==> config.mk <==
export PLATFORM = sky130hd
export DESIGN_NAME = cgra_config_sequencer
export DESIGN_NICKNAME = d
export VERILOG_FILES = /design/src/rtl/cgra_config_pkg.sv /design/src/rtl/cgra_config_word_shifter.sv /design/src/rtl/cgra_config_sequencer.sv
export SDC_FILE = /design/constraint.sdc
export NUM_CORES = 1
export LEC_CHECK = 0
export BUFFER_PORTS_ARGS = -buffer_cell sky130_fd_sc_hd__buf_2
export CAP_MARGIN = 20
export CORE_MARGIN = 2
export CORE_UTILIZATION = 40
export DETAILED_ROUTE_END_ITERATION = 10
export SLEW_MARGIN = 20
export SYNTH_ARGS = -nofsm -noshare
export SYNTH_HDL_FRONTEND = slang
export SYNTH_SLANG_ARGS = --single-unit
==> constraint.sdc <==
create_clock -name clock -period 3.8 [get_ports clock]
set_clock_uncertainty 0.15 [all_clocks]
set_input_delay 0.19 -clock clock [delete_from_list [all_inputs] [get_ports clock]]
set_output_delay 0.19 -clock clock [all_outputs]
set_load 0.03 [all_outputs]
==> src/rtl/cgra_config_pkg.sv <==
// Shared types and sizing helpers for the CGRA configuration sequencer.
package cgra_config_pkg;

    typedef enum logic [2:0] {
        IDLE,
        FETCH,
        WAIT,
        SHIFT,
        DONE
    } state_t;

    // Number of memory words holding one context.
    function automatic int unsigned words_per_ctx(input int unsigned total_bits,
                                                  input int unsigned word_width);
        return (total_bits + word_width - 1) / word_width;
    endfunction

    // Bits of the final word that reach the chain (its upper bits).
    function automatic int unsigned last_word_bits(input int unsigned total_bits,
                                                   input int unsigned word_width);
        return total_bits - (words_per_ctx(total_bits, word_width) - 1) * word_width;
    endfunction

endpackage

==> src/rtl/cgra_config_word_shifter.sv <==
// MSB-first word serializer with a programmable per-word bit count.
// head_c already reflects a word being loaded this cycle, so load and first shift may coincide.
module cgra_config_word_shifter #(
    parameter int unsigned WORD_WIDTH = 32,
    parameter int unsigned CNT_WIDTH  = $clog2(WORD_WIDTH + 1)
) (
    input  logic                  clock,
    input  logic                  sync_reset_n,
    input  logic                  load,
    input  logic [WORD_WIDTH-1:0] load_data,
    input  logic                  shift,
    input  logic [CNT_WIDTH-1:0]  length,
    output logic                  head_c,
    output logic                  exhausted_c
);

    logic [WORD_WIDTH-1:0] shreg;
    logic [CNT_WIDTH-1:0]  count;

    assign head_c      = load ? load_data[WORD_WIDTH-1] : shreg[WORD_WIDTH-1];
    assign exhausted_c = (count == length);

    always_ff @(posedge clock) begin
        if (!sync_reset_n) begin
            shreg <= '0;
            count <= '0;
        end else if (load) begin
            shreg <= shift ? (load_data << 1) : load_data;
            count <= shift ? CNT_WIDTH'(1) : '0;
        end else if (shift) begin
            shreg <= shreg << 1;
            count <= count + CNT_WIDTH'(1);
        end
    end

endmodule

==> src/rtl/cgra_config_sequencer.sv <==
// Streams one stored CGRA context from config memory into the serial configuration chain.
// hold is sampled on the clock edge; a held edge produces a stall cycle on the following cycle.
module cgra_config_sequencer
    import cgra_config_pkg::*;
#(
    parameter int unsigned TOTAL_NUM_BITS = 832,
    parameter int unsigned WORD_WIDTH     = 32,
    parameter int unsigned NUM_CONTEXTS   = 4,
    parameter int unsigned ADDR_WIDTH     = 8,
    localparam int unsigned CTX_WIDTH     = (NUM_CONTEXTS > 1) ? $clog2(NUM_CONTEXTS) : 1
) (
    input  logic                  clock,
    input  logic                  sync_reset_n,
    input  logic                  start,
    input  logic [CTX_WIDTH-1:0]  context_id,
    input  logic                  hold,
    output logic                  mem_rd_en,
    output logic [ADDR_WIDTH-1:0] mem_addr,
    input  logic [WORD_WIDTH-1:0] mem_rdata,
    output logic                  bitstream,
    output logic                  config_enable,
    output logic                  busy,
    output logic                  done,
    output logic                  cgra_run,
    output logic                  start_err
);

    localparam int unsigned WORDS         = words_per_ctx(TOTAL_NUM_BITS, WORD_WIDTH);
    localparam int unsigned LAST_BITS     = last_word_bits(TOTAL_NUM_BITS, WORD_WIDTH);
    localparam int unsigned CNT_WIDTH     = $clog2(WORD_WIDTH + 1);
    localparam int unsigned WIDX_WIDTH    = (WORDS > 1) ? $clog2(WORDS) : 1;
    localparam int unsigned CTX_CMP_WIDTH = CTX_WIDTH + 1;

    state_t                state_q;
    state_t                state_n;
    logic [WIDX_WIDTH-1:0] word_idx_q;
    logic                  ctx_ok_c;
    logic                  accept_c;
    logic                  last_word_c;
    logic                  word_done_c;
    logic                  emit_c;
    logic                  bit_n;
    logic                  head_c;
    logic                  exhausted_c;
    logic [CNT_WIDTH-1:0]  length_c;
    logic [ADDR_WIDTH-1:0] base_addr_c;

    assign ctx_ok_c    = {1'b0, context_id} < CTX_CMP_WIDTH'(NUM_CONTEXTS);
    assign accept_c    = (state_q == IDLE) && start && ctx_ok_c;
    assign last_word_c = (word_idx_q == WIDX_WIDTH'(WORDS - 1));
    assign word_done_c = (state_q == SHIFT) && exhausted_c;
    assign length_c    = last_word_c ? CNT_WIDTH'(LAST_BITS) : CNT_WIDTH'(WORD_WIDTH);
    assign base_addr_c = ADDR_WIDTH'(context_id) * ADDR_WIDTH'(WORDS);

    cgra_config_word_shifter #(
        .WORD_WIDTH (WORD_WIDTH),
        .CNT_WIDTH  (CNT_WIDTH)
    ) u_shifter (
        .clock        (clock),
        .sync_reset_n (sync_reset_n),
        .load         (state_q == WAIT),
        .load_data    (mem_rdata),
        .shift        (emit_c),
        .length       (length_c),
        .head_c       (head_c),
        .exhausted_c  (exhausted_c)
    );

    // State register.
    always_ff @(posedge clock) begin
        if (!sync_reset_n) begin
            state_q <= IDLE;
        end else begin
            state_q <= state_n;
        end
    end

    // Next state, plus what the upcoming cycle drives onto the chain.
    always_comb begin
        state_n = state_q;
        emit_c  = 1'b0;
        bit_n   = 1'b0;
        case (state_q)
            IDLE:    if (accept_c) state_n = FETCH;
            FETCH:   state_n = WAIT;
            WAIT:    state_n = SHIFT;
            SHIFT:   if (exhausted_c) state_n = last_word_c ? DONE : FETCH;
            DONE:    state_n = IDLE;
            default: state_n = IDLE;
        endcase
        emit_c = (state_n == SHIFT) && !hold;
        if (emit_c) begin
            bit_n = head_c;
        end else if (state_n == SHIFT) begin
            bit_n = bitstream;
        end
    end

    // Registered outputs and address/word tracking.
    always_ff @(posedge clock) begin
        if (!sync_reset_n) begin
            word_idx_q    <= '0;
            mem_addr      <= '0;
            mem_rd_en     <= 1'b0;
            bitstream     <= 1'b0;
            config_enable <= 1'b0;
            busy          <= 1'b0;
            done          <= 1'b0;
            cgra_run      <= 1'b0;
            start_err     <= 1'b0;
        end else begin
            mem_rd_en     <= (state_n == FETCH);
            config_enable <= emit_c;
            bitstream     <= bit_n;
            busy          <= (state_n != IDLE);
            done          <= (state_n == DONE);
            start_err     <= start && !accept_c;
            if (accept_c) begin
                mem_addr   <= base_addr_c;
                word_idx_q <= '0;
                cgra_run   <= 1'b0;
            end else if (word_done_c && !last_word_c) begin
                mem_addr   <= mem_addr + ADDR_WIDTH'(1);
                word_idx_q <= word_idx_q + WIDX_WIDTH'(1);
            end
            if (state_q == DONE) begin
                cgra_run <= 1'b1;
            end
        end
    end

endmodule

After elaboration in Yosys (flattened, before gate mapping)
Index checks and enable logic that the tools add are counted.
{ "word_totals": {"ff_bits": 61, "output_inout_bits": 15, "in_bits": 38, "word_cells": 59} }
{ "classes": {"mul": 1, "n_bitwise": 1, "n_reduce_logical": 14, "n_mux": 17, "n_eq_ne": 10, "add_sub_neg": 3} }
{ "ops": {"columns": ["operator", "count"], "rows": [
  ["$mux W32", 3],
  ["$mux W7", 2],
  ["$mux W6", 2],
  ["$pmux W3 S4", 1],
  ["$eq A3 B2 Y1 const B", 3],
  ["$mux W3", 3],
  ["$add A8 B1 Y8 const B", 1],
  ["$add A6 B1 Y6 const B", 1],
  ["$eq A3 B1 Y1 const B", 2],
  ["$eq A3 B3 Y1 const B", 2],
  ["$eq A6 B6 Y1 const B", 1],
  ["$mul A2 B4 Y6 const B", 1],
  ["$mux W1", 6],
  ["$reduce_bool A2 Y1", 3],
  ["$add A5 B1 Y5 const B", 1],
  ["$eq A5 B5 Y1 const B", 1],
  ["$logic_and A1 B1 Y1", 5],
  ["$logic_not A1 Y1", 3],
  ["$logic_not A3 Y1", 1],
  ["$reduce_bool A3 Y1", 1],
  ["$ne A2 B1 Y1 const B", 1],
  ["$reduce_or A2 Y1", 1],
  ["$not A1 Y1", 1]
]} }

Depth between registers and ports, before layout
Gate-level depths: netlist (run 1).
{ "logic_depth": {"word_depth": 8, "ltp_mapped": 8, "mapped_depth_nobuf": 6} }

Modules after synthesis
Synthesis (run 1) repeated with hierarchy kept, for this count alone.
{ "unflattened": {"cells_unflattened": 266, "hier_area_um2": 3081.7} }
{ "modules_own_cells": {"columns": ["module", "n_inst", "area_per_inst_um2", "seq_area_each_um2", "cells_per_inst"], "rows": [
  ["cgra_config_word_shifter", 1, 1978.1, 760.7, 142],
  ["cgra_config_sequencer", 1, 1103.6, 460.4, 124]
]} }

Least setup slack after synthesis (run 1)
No wires, ideal clock.
{ "synth_timing": {"path_kind": "reg2reg", "startpoint": "register u_shifter.count[0]", "endpoint": "register u_shifter.shreg[1]", "path_buffers": 1, "setup_ps": 119, "arrival_ps": 1721, "required_ps": 3531, "path_stages_with_launch": 8, "period_less_slack_ps": 1990, "path_slack_ps": 1810, "path_cell_list": "dfxtp_1 > inv_1 > ha_1 > and3b_2 > a31oi_4 > buf_8 > mux2_1 > o221a_1"} }
{ "synth_via": {"elab_chain_len": 7, "word_cells_on_any_way": 8, "cone_classes": "2 x eq/ne; 4 x mux; 2 x reduce/logical"} }
{ "synth_rtl": {"columns": ["element", "line_no", "text"], "rows": [
  ["start: declaration", "cgra_config_word_shifter.sv:18", "logic [CNT_WIDTH-1:0] count;"],
  ["start signal: assignment", "cgra_config_word_shifter.sv:29", "count <= shift ? CNT_WIDTH'(1) : '0;"],
  ["start signal: assignment", "cgra_config_word_shifter.sv:32", "count <= count + CNT_WIDTH'(1);"],
  ["$eq A6 B6 Y1 *", "cgra_config_word_shifter.sv:21", "assign exhausted_c = (count == length);"],
  ["$mux W3 *", "cgra_config_sequencer.sv:87", "SHIFT: if (exhausted_c) state_n = last_word_c ? DONE : FETCH;"],
  ["$pmux W3 S4 *", "cgra_config_sequencer.sv:83", "case (state_q)"],
  ["$eq A3 B2 Y1 *", "cgra_config_sequencer.sv:91", "emit_c = (state_n == SHIFT) && !hold;"],
  ["$logic_and A1 B1 Y1 *", "cgra_config_sequencer.sv:91", null],
  ["$mux W32", "cgra_config_word_shifter.sv:28", "shreg <= shift ? (load_data << 1) : load_data;"],
  ["$mux W32", "cgra_config_word_shifter.sv:27", "end else if (load) begin"],
  ["end signal: assignment", "cgra_config_word_shifter.sv:28", null],
  ["end signal: assignment", "cgra_config_word_shifter.sv:31", "shreg <= shreg << 1;"],
  ["end: declaration", "cgra_config_word_shifter.sv:17", "logic [WORD_WIDTH-1:0] shreg;"]
]} }
Every way passes the cells marked *; elsewhere a longest branch is shown, timed or not.
A chain may end at the register's enable or synchronous reset.

Worst setup path in the final report (run 1)
{ "layout_timing": {"startpoint": "register state_q[1]", "endpoint": "register u_shifter.shreg[28]"} }
{ "layout_via": {"elab_chain_len": 8, "word_cells_on_any_way": 13, "cone_classes": "4 x eq/ne; 5 x mux; 4 x reduce/logical"} }
{ "layout_rtl": {"columns": ["element", "line_no", "text"], "rows": [
  ["start: declaration", "cgra_config_sequencer.sv:34", "state_t state_q;"],
  ["start signal: assignment", "cgra_config_sequencer.sv:74", "state_q <= state_n;"],
  ["$logic_not A3 Y1", "cgra_config_sequencer.sv:49, cgra_config_sequencer.sv:83", null],
  ["$logic_and A1 B1 Y1", "cgra_config_sequencer.sv:49", "assign accept_c = (state_q == IDLE) && start && ctx_ok_c;"],
  ["$mux W3", "cgra_config_sequencer.sv:84", "IDLE: if (accept_c) state_n = FETCH;"],
  ["$pmux W3 S4", "cgra_config_sequencer.sv:83", null],
  ["$eq A3 B2 Y1", "cgra_config_sequencer.sv:91", null],
  ["$logic_and A1 B1 Y1", "cgra_config_sequencer.sv:91", null],
  ["$mux W32", "cgra_config_word_shifter.sv:28", null],
  ["$mux W32", "cgra_config_word_shifter.sv:27", null]
]} }
Several ways; a longest one is shown, not always the timed one.

==> flow_summary.json, run 1 <==
{
  "path_max_fanout": 20,
  "postCtsHoldBufs": 1,
  "status": "complete, no violations",
  "drc_errors": 0,
  "wire_per_inst_um": 14.3,
  "num_rows": 33,
  "drt_iter0_markers": 81,
  "fp.dieArea_mm2": 0.00920,
  "cts_tree": "built",
  "synth_top_family_by_area": "simple AND/OR/NAND/NOR gates",
  "max_clock_freq_mhz": 383,
  "syn_to_final_growth_pct": 14.4,
  "die_h_um": 95.9,
  "synth-seq-cells": 61,
  "numClockSinks": 61,
  "place.gp.congestion": 0.800,
  "drv_slew": 0,
  "ys_warn_count": 0,
  "synthCells": 353,
  "cts_resized": 0,
  "syn_area_mm2": 0.00338,
  "cts_setup_buffers": 0,
  "grt_pass1_vias": 2546,
  "place_area_mm2": 0.00366,
  "yosys.area_share.simple_pct": 24.6,
  "drv_cap": 0,
  "final_common_cell": "dfxtp_1",
  "worst_pin_slew_ns": 0.767,
  "dp_slack_ns": 1.22,
  "slew_headroom_pct": 48.8,
  "ys.flop_type": "dfxtp_1",
  "finalPower_mw": 1.51,
  "arrival_ns": 2.74,
  "avgSynthCellArea_um2": 9.57,
  "routed-via-count": 2748,
  "yosysUniqueCellTypes": 60,
  "diodes": 0,
  "core_area_mm2": 0.00822,
  "setup_viol": 0,
  "die_w_um": 95.9,
  "cp-end-kind": "flop",
  "fin_area_mm2": 0.00387,
  "ir_drop_mv": 0.162,
  "p_leak_nw": 1.46,
  "worst_setup_path_start_kind": "flop",
  "final_cell_mix": "dfxtp_1 (61), nor2_1 (52), buf_2 (52)",
  "fin_crit_ns": 2.61,
  "cts_buffers": 9,
  "synthMuxAreaShare_pct": 10.4,
  "dpl.hpwl_mm": 5.07,
  "p_per_area_mw_per_mm2": 391,
  "synth_enable_flop_cells": 0,
  "syn_nets": 398,
  "antenna_found_initial": 0,
  "final_nets": 443,
  "final_hold_viol_count": 0,
  "synthAdderAreaFrac_pct": 2.59,
  "io_pins": 53,
  "clockBufferDepth": 2,
  "fin_tns_setup_ns": 0,
  "port_buffers": 52,
  "crit_type": "flop to flop",
  "via_per_inst": 5.41,
  "rsz0062_at_grt": "false",
  "drive_above_1_share_pct": 21.6,
  "htree_levels": 3,
  "detail-route-antenna-nets": 0,
  "clockRootBuffer": "clkbuf_8",
  "grt_max_degree": 47,
  "groute.usage.overall_pct": 16.5,
  "worstPathRequired_ns": 3.93,
  "grt_pass1_wl_mm": 11.9,
  "synth_compound_area_share_pct": 17.4,
  "overflow": 0,
  "fin_crit_sh_pct": 68.7,
  "synth_xor_xnor_area_share_pct": 2.33,
  "start_util_pct": 41.1,
  "clk_pin_slew_ns": 0.07,
  "ys_async_sr_fraction_pct": 0,
  "drtPass1Iterations": 4,
  "postRouteWirelength_mm": 7.28,
  "fin_ws_ns": 1.19,
  "clock_latency_ns": 0.34,
  "hold_class": "input port to flop",
  "yosysSeqAreaShare_pct": 36.1
}
[cells in the mapped netlist, types with 6 or more instances]
| library cell | number | area [um^2] |
|---|---|---|
| ha_1 | 7 | 87.6 |
| clkbuf_1 | 9 | 33.8 |
| inv_1 | 9 | 33.8 |
| mux2i_1 | 33 | 330 |
| nand2b_1 | 28 | 175 |
| nand2_1 | 8 | 30.0 |
| nand4_1 | 6 | 37.5 |
| dfxtp_1 | 61 | 1220 |
| nor3_1 | 6 | 30.0 |
| buf_2 | 9 | 45.0 |
| o2111a_1 | 29 | 327 |
| nor2_1 | 52 | 195 |
[cells by family after synthesis]
logic type | after synthesis
mux | 35
fa+ha+maj | 7
xor+xnor | 9
flops | 61
compound gates | 61
simple gates | 144
buf+inv | 36
[path summary, 6_finish.rpt]
path	cells past startpoint	end	slack, ns	startpoint
worst max-delay path	5	u_shifter.shreg[28]	1.19	state_q[1]
worst min-delay path	3	u_shifter.shreg[0]	0.04	mem_rdata[0]
worst max register to register	5	u_shifter.shreg[28]	1.19	state_q[1]
worst min register to register	2	cgra_run	0.36	cgra_run
[critical path: stages (launching register included)]
cell and delay, ns:
dfxtp_1 0.61, or3b_4 0.48, a31oi_4 0.63, buf_12 0.26, mux2i_1 0.22, o2111a_1 0.19
[layout make-up]
class / count / area (um^2)
well taps: 105 / 131
inverters: 9 / 33.8
repair buffers: 61 / 343
fillers: 802 / 4350
flip-flops and latches: 61 / 1220
clock buffers: 11 / 141
clock inverters: 5 / 50.0
multi-input cells: 256 / 1950
[sequential cells by signal, summed over array words and instances, names as in the netlist]
register,cells
state_q,3
u_shifter.count,6
busy,1
mem_addr,8
cgra_run,1
mem_rd_en,1
config_enable,1
start_err,1
done,1
u_shifter.shreg,32
word_idx_q,5
bitstream,1
[metal layers]
| layer | up-vias | routed length (um) | part of all wire, % | GRT usage, % |
|---|---|---|---|---|
| met5 | - | 0 | 0 | 0 |
| li1 | 1387 | - | - | - |
| met3 | 6 | 297 | 4.1 | 4.23 |
| met4 | 0 | 77 | 1.1 | 6.19 |
| met2 | 41 | 3260 | 45 | 25.6 |
| met1 | 1314 | 3640 | 50 | 21.9 |
[stage by stage]
| step | instances | utilization (%) | hold slack, ns |
|---|---|---|---|
| finish | 508 | 47.1 | 0.0366 |
| detailed placement | 491 | 44.6 | 0.331 |
| global route | 508 | 47.1 | 0.0627 |
| CTS | 508 | 47.1 | 0.0307 |
| global placement | 491 | 44.6 | 0.343 |
| floorplan | 353 | - | 0.160 |
[power by group]
group	total, mW	internal, mW	switching [mW]
combinational	0.231	0.105	0.126
sequential	0.717	0.685	0.0312
clock	0.565	0.316	0.249
total	1.51	1.11	0.406
Power figures use the tool's default switching activity.
==> inputs of run 2 (changes only) <==
==> constraint.sdc (replaced) <==
create_clock -name clock -period 2.48 [get_ports clock]
set_clock_uncertainty 0.15 [all_clocks]
set_input_delay 0.124 -clock clock [delete_from_list [all_inputs] [get_ports clock]]
set_output_delay 0.124 -clock clock [all_outputs]
set_load 0.03 [all_outputs]
==> run 2 against run 1 <==
  * Flip-flop and latch count unchanged
  * Non-clock buffer count up 7
  * Clock power up 51%
  * Combinational power up 60%
  * Count of clock-buffer cells in the layout down 2
  * Worst setup slack worse by 0.85 ns
  * Total power up 53%
  * Cell count up 1.4%
  * Critical path type unchanged
  * Largest cell class unchanged
  * Highest routed layer unchanged
==> flow_summary.json, run 2 (synthesized netlist as in run 1, its figures left out) <==
{
  "status": "complete, no violations",
  "place.gp.congestion": 0.805,
  "grt_max_degree": 43,
  "rsz0062_at_grt": "false",
  "max_clock_freq_mhz": 468,
  "ir_drop_mv": 0.327,
  "clockBufferDepth": 2,
  "drt_iter0_markers": 112,
  "detail-route-antenna-nets": 0,
  "worst_pin_slew_ns": 0.576,
  "fin_crit_ns": 2.14,
  "fin_crit_sh_pct": 86.2,
  "top_regs": "u_shifter.shreg: 32 flops, mem_addr: 8 flops, u_shifter.count: 6 flops",
  "grt_pass1_vias": 2522,
  "drv_slew": 0,
  "postRouteWirelength_mm": 7.21,
  "final_hold_viol_count": 0,
  "final_nets": 450,
  "reg2regPathDepth": 7,
  "via_per_inst": 5.36,
  "groute.usage.overall_pct": 16.5,
  "cts_setup_buffers": 0,
  "htree_levels": 3,
  "drtPass1Iterations": 4,
  "fp.dieArea_mm2": 0.00920,
  "dpl.hpwl_mm": 5.04,
  "cts_resized": 0,
  "min_from": "mem_rdata[1]",
  "slew_headroom_pct": 61.6,
  "utilization_pct": 48.0,
  "clk_pin_slew_ns": 0.07,
  "hold_class": "input port to flop",
  "clockRootBuffer": "clkbuf_8",
  "r2r_slack_ns": 0.34,
  "diodes": 0,
  "antenna_found_initial": 0,
  "cts_tree": "built",
  "syn_to_final_growth_pct": 16.6,
  "p_leak_nw": 1.49,
  "routed-via-count": 2759,
  "reg2reg_to": "u_shifter.shreg[31]",
  "start_util_pct": 41.1,
  "drv_cap": 0,
  "fin_tns_setup_ns": 0,
  "largest_register_ffs": 32,
  "final_cell_mix": "dfxtp_1 (61), nor2_1 (52), buf_2 (52)",
  "die_w_um": 95.9,
  "cts_buffers": 9,
  "path_max_fanout": 21,
  "numClockSinks": 61,
  "finalPower_mw": 2.32,
  "worstPathRequired_ns": 2.54,
  "grt_pass1_wl_mm": 12.1,
  "arrival_ns": 2.20,
  "crit_type": "flop to flop",
  "fillers": 810,
  "core_area_mm2": 0.00822,
  "whs_path_depth": 3,
  "drc_errors": 0,
  "regMostFlops": "u_shifter.shreg",
  "overflow": 0,
  "setup_viol": 0,
  "final_common_cell": "dfxtp_1",
  "whs_endpoint": "u_shifter.shreg[1]",
  "num_rows": 33,
  "die_h_um": 95.9,
  "reg2reg_from": "u_shifter.count[0]",
  "p_per_area_mw_per_mm2": 588,
  "clock_latency_ns": 0.33,
  "io_pins": 53,
  "cp-end-kind": "flop",
  "drive_above_1_share_pct": 22.2,
  "worst_setup_path_start_kind": "flop",
  "wire_per_inst_um": 14.0,
  "port_buffers": 52
}
run 2: layout make-up:
type	instances	area (um^2)	share of cell area, %
clock buffer	9	124	3.14
tap	105	131	3.33
inverter	9	33.8	0.857
timing repair buffer	68	418	10.6
clock inverter	7	66.3	1.68
sequential	61	1220	31.0
multi-input combinational	256	1950	49.4
run 2: power breakdown:
group	switching (mW)	leakage (nW)	total (mW)	internal [mW]
Clock	0.394	0.0987	0.852	0.458
Combinational	0.200	0.895	0.370	0.170
Sequential	0.0440	0.498	1.09	1.05
run 2: critical path, stage by stage, from the launching register on:
cell	delay, ns
dfxtp_1	0.39
inv_1	0.06
ha_1	0.22
and3b_2	0.26
a31oi_4	0.20
buf_4	0.34
mux2i_1	0.29
a211oi_2	0.10
run 2: through the flow:
stage / cells / setup slack (ns) / cell area (um^2) / hold WS [ns]
floorplan: 353 / 0.490 / 3380 / 0.0935
global placement: 494 / 0.436 / 3700 / 0.294
detailed placement: 494 / 0.374 / 3700 / 0.272
CTS: 515 / 0.357 / 3940 / 0.0394
global route: 515 / 0.231 / 3940 / 0.0506
finish: 515 / 0.343 / 3940 / 0.0532
run 2: timing repair:
| action | 4_1_cts | 5_1_grt |
|---|---|---|
| hold endpoints to repair | 7 | 0 |
| setup endpoints to repair | 0 | 0 |
| hold buffers | 5 | 0 |
run 2: layer usage:
layer	up-vias	GRT usage (%)	part of all wire (%)
met3	4	3.37	4.0
met4	0	4.64	0.62
li1	1393	-	-
met1	1310	23.8	52
met5	-	0	0
met2	52	25.0	44
run 2: worst max path at each step:
| stage | start | to | slack, ns | cells past startpoint |
|---|---|---|---|---|
| CTS | u_shifter.count[0] | u_shifter.shreg[31] | 0.36 | 7 |
| detailed placement | u_shifter.count[0] | u_shifter.shreg[31] | 0.37 | 7 |
| global route | word_idx_q[1] | mem_addr[3] | 0.23 | 7 |
| global placement | u_shifter.count[0] | u_shifter.shreg[28] | 0.44 | 7 |
| finish | u_shifter.count[0] | u_shifter.shreg[31] | 0.34 | 7 |
| floorplan | u_shifter.count[0] | u_shifter.shreg[1] | 0.49 | 7 |
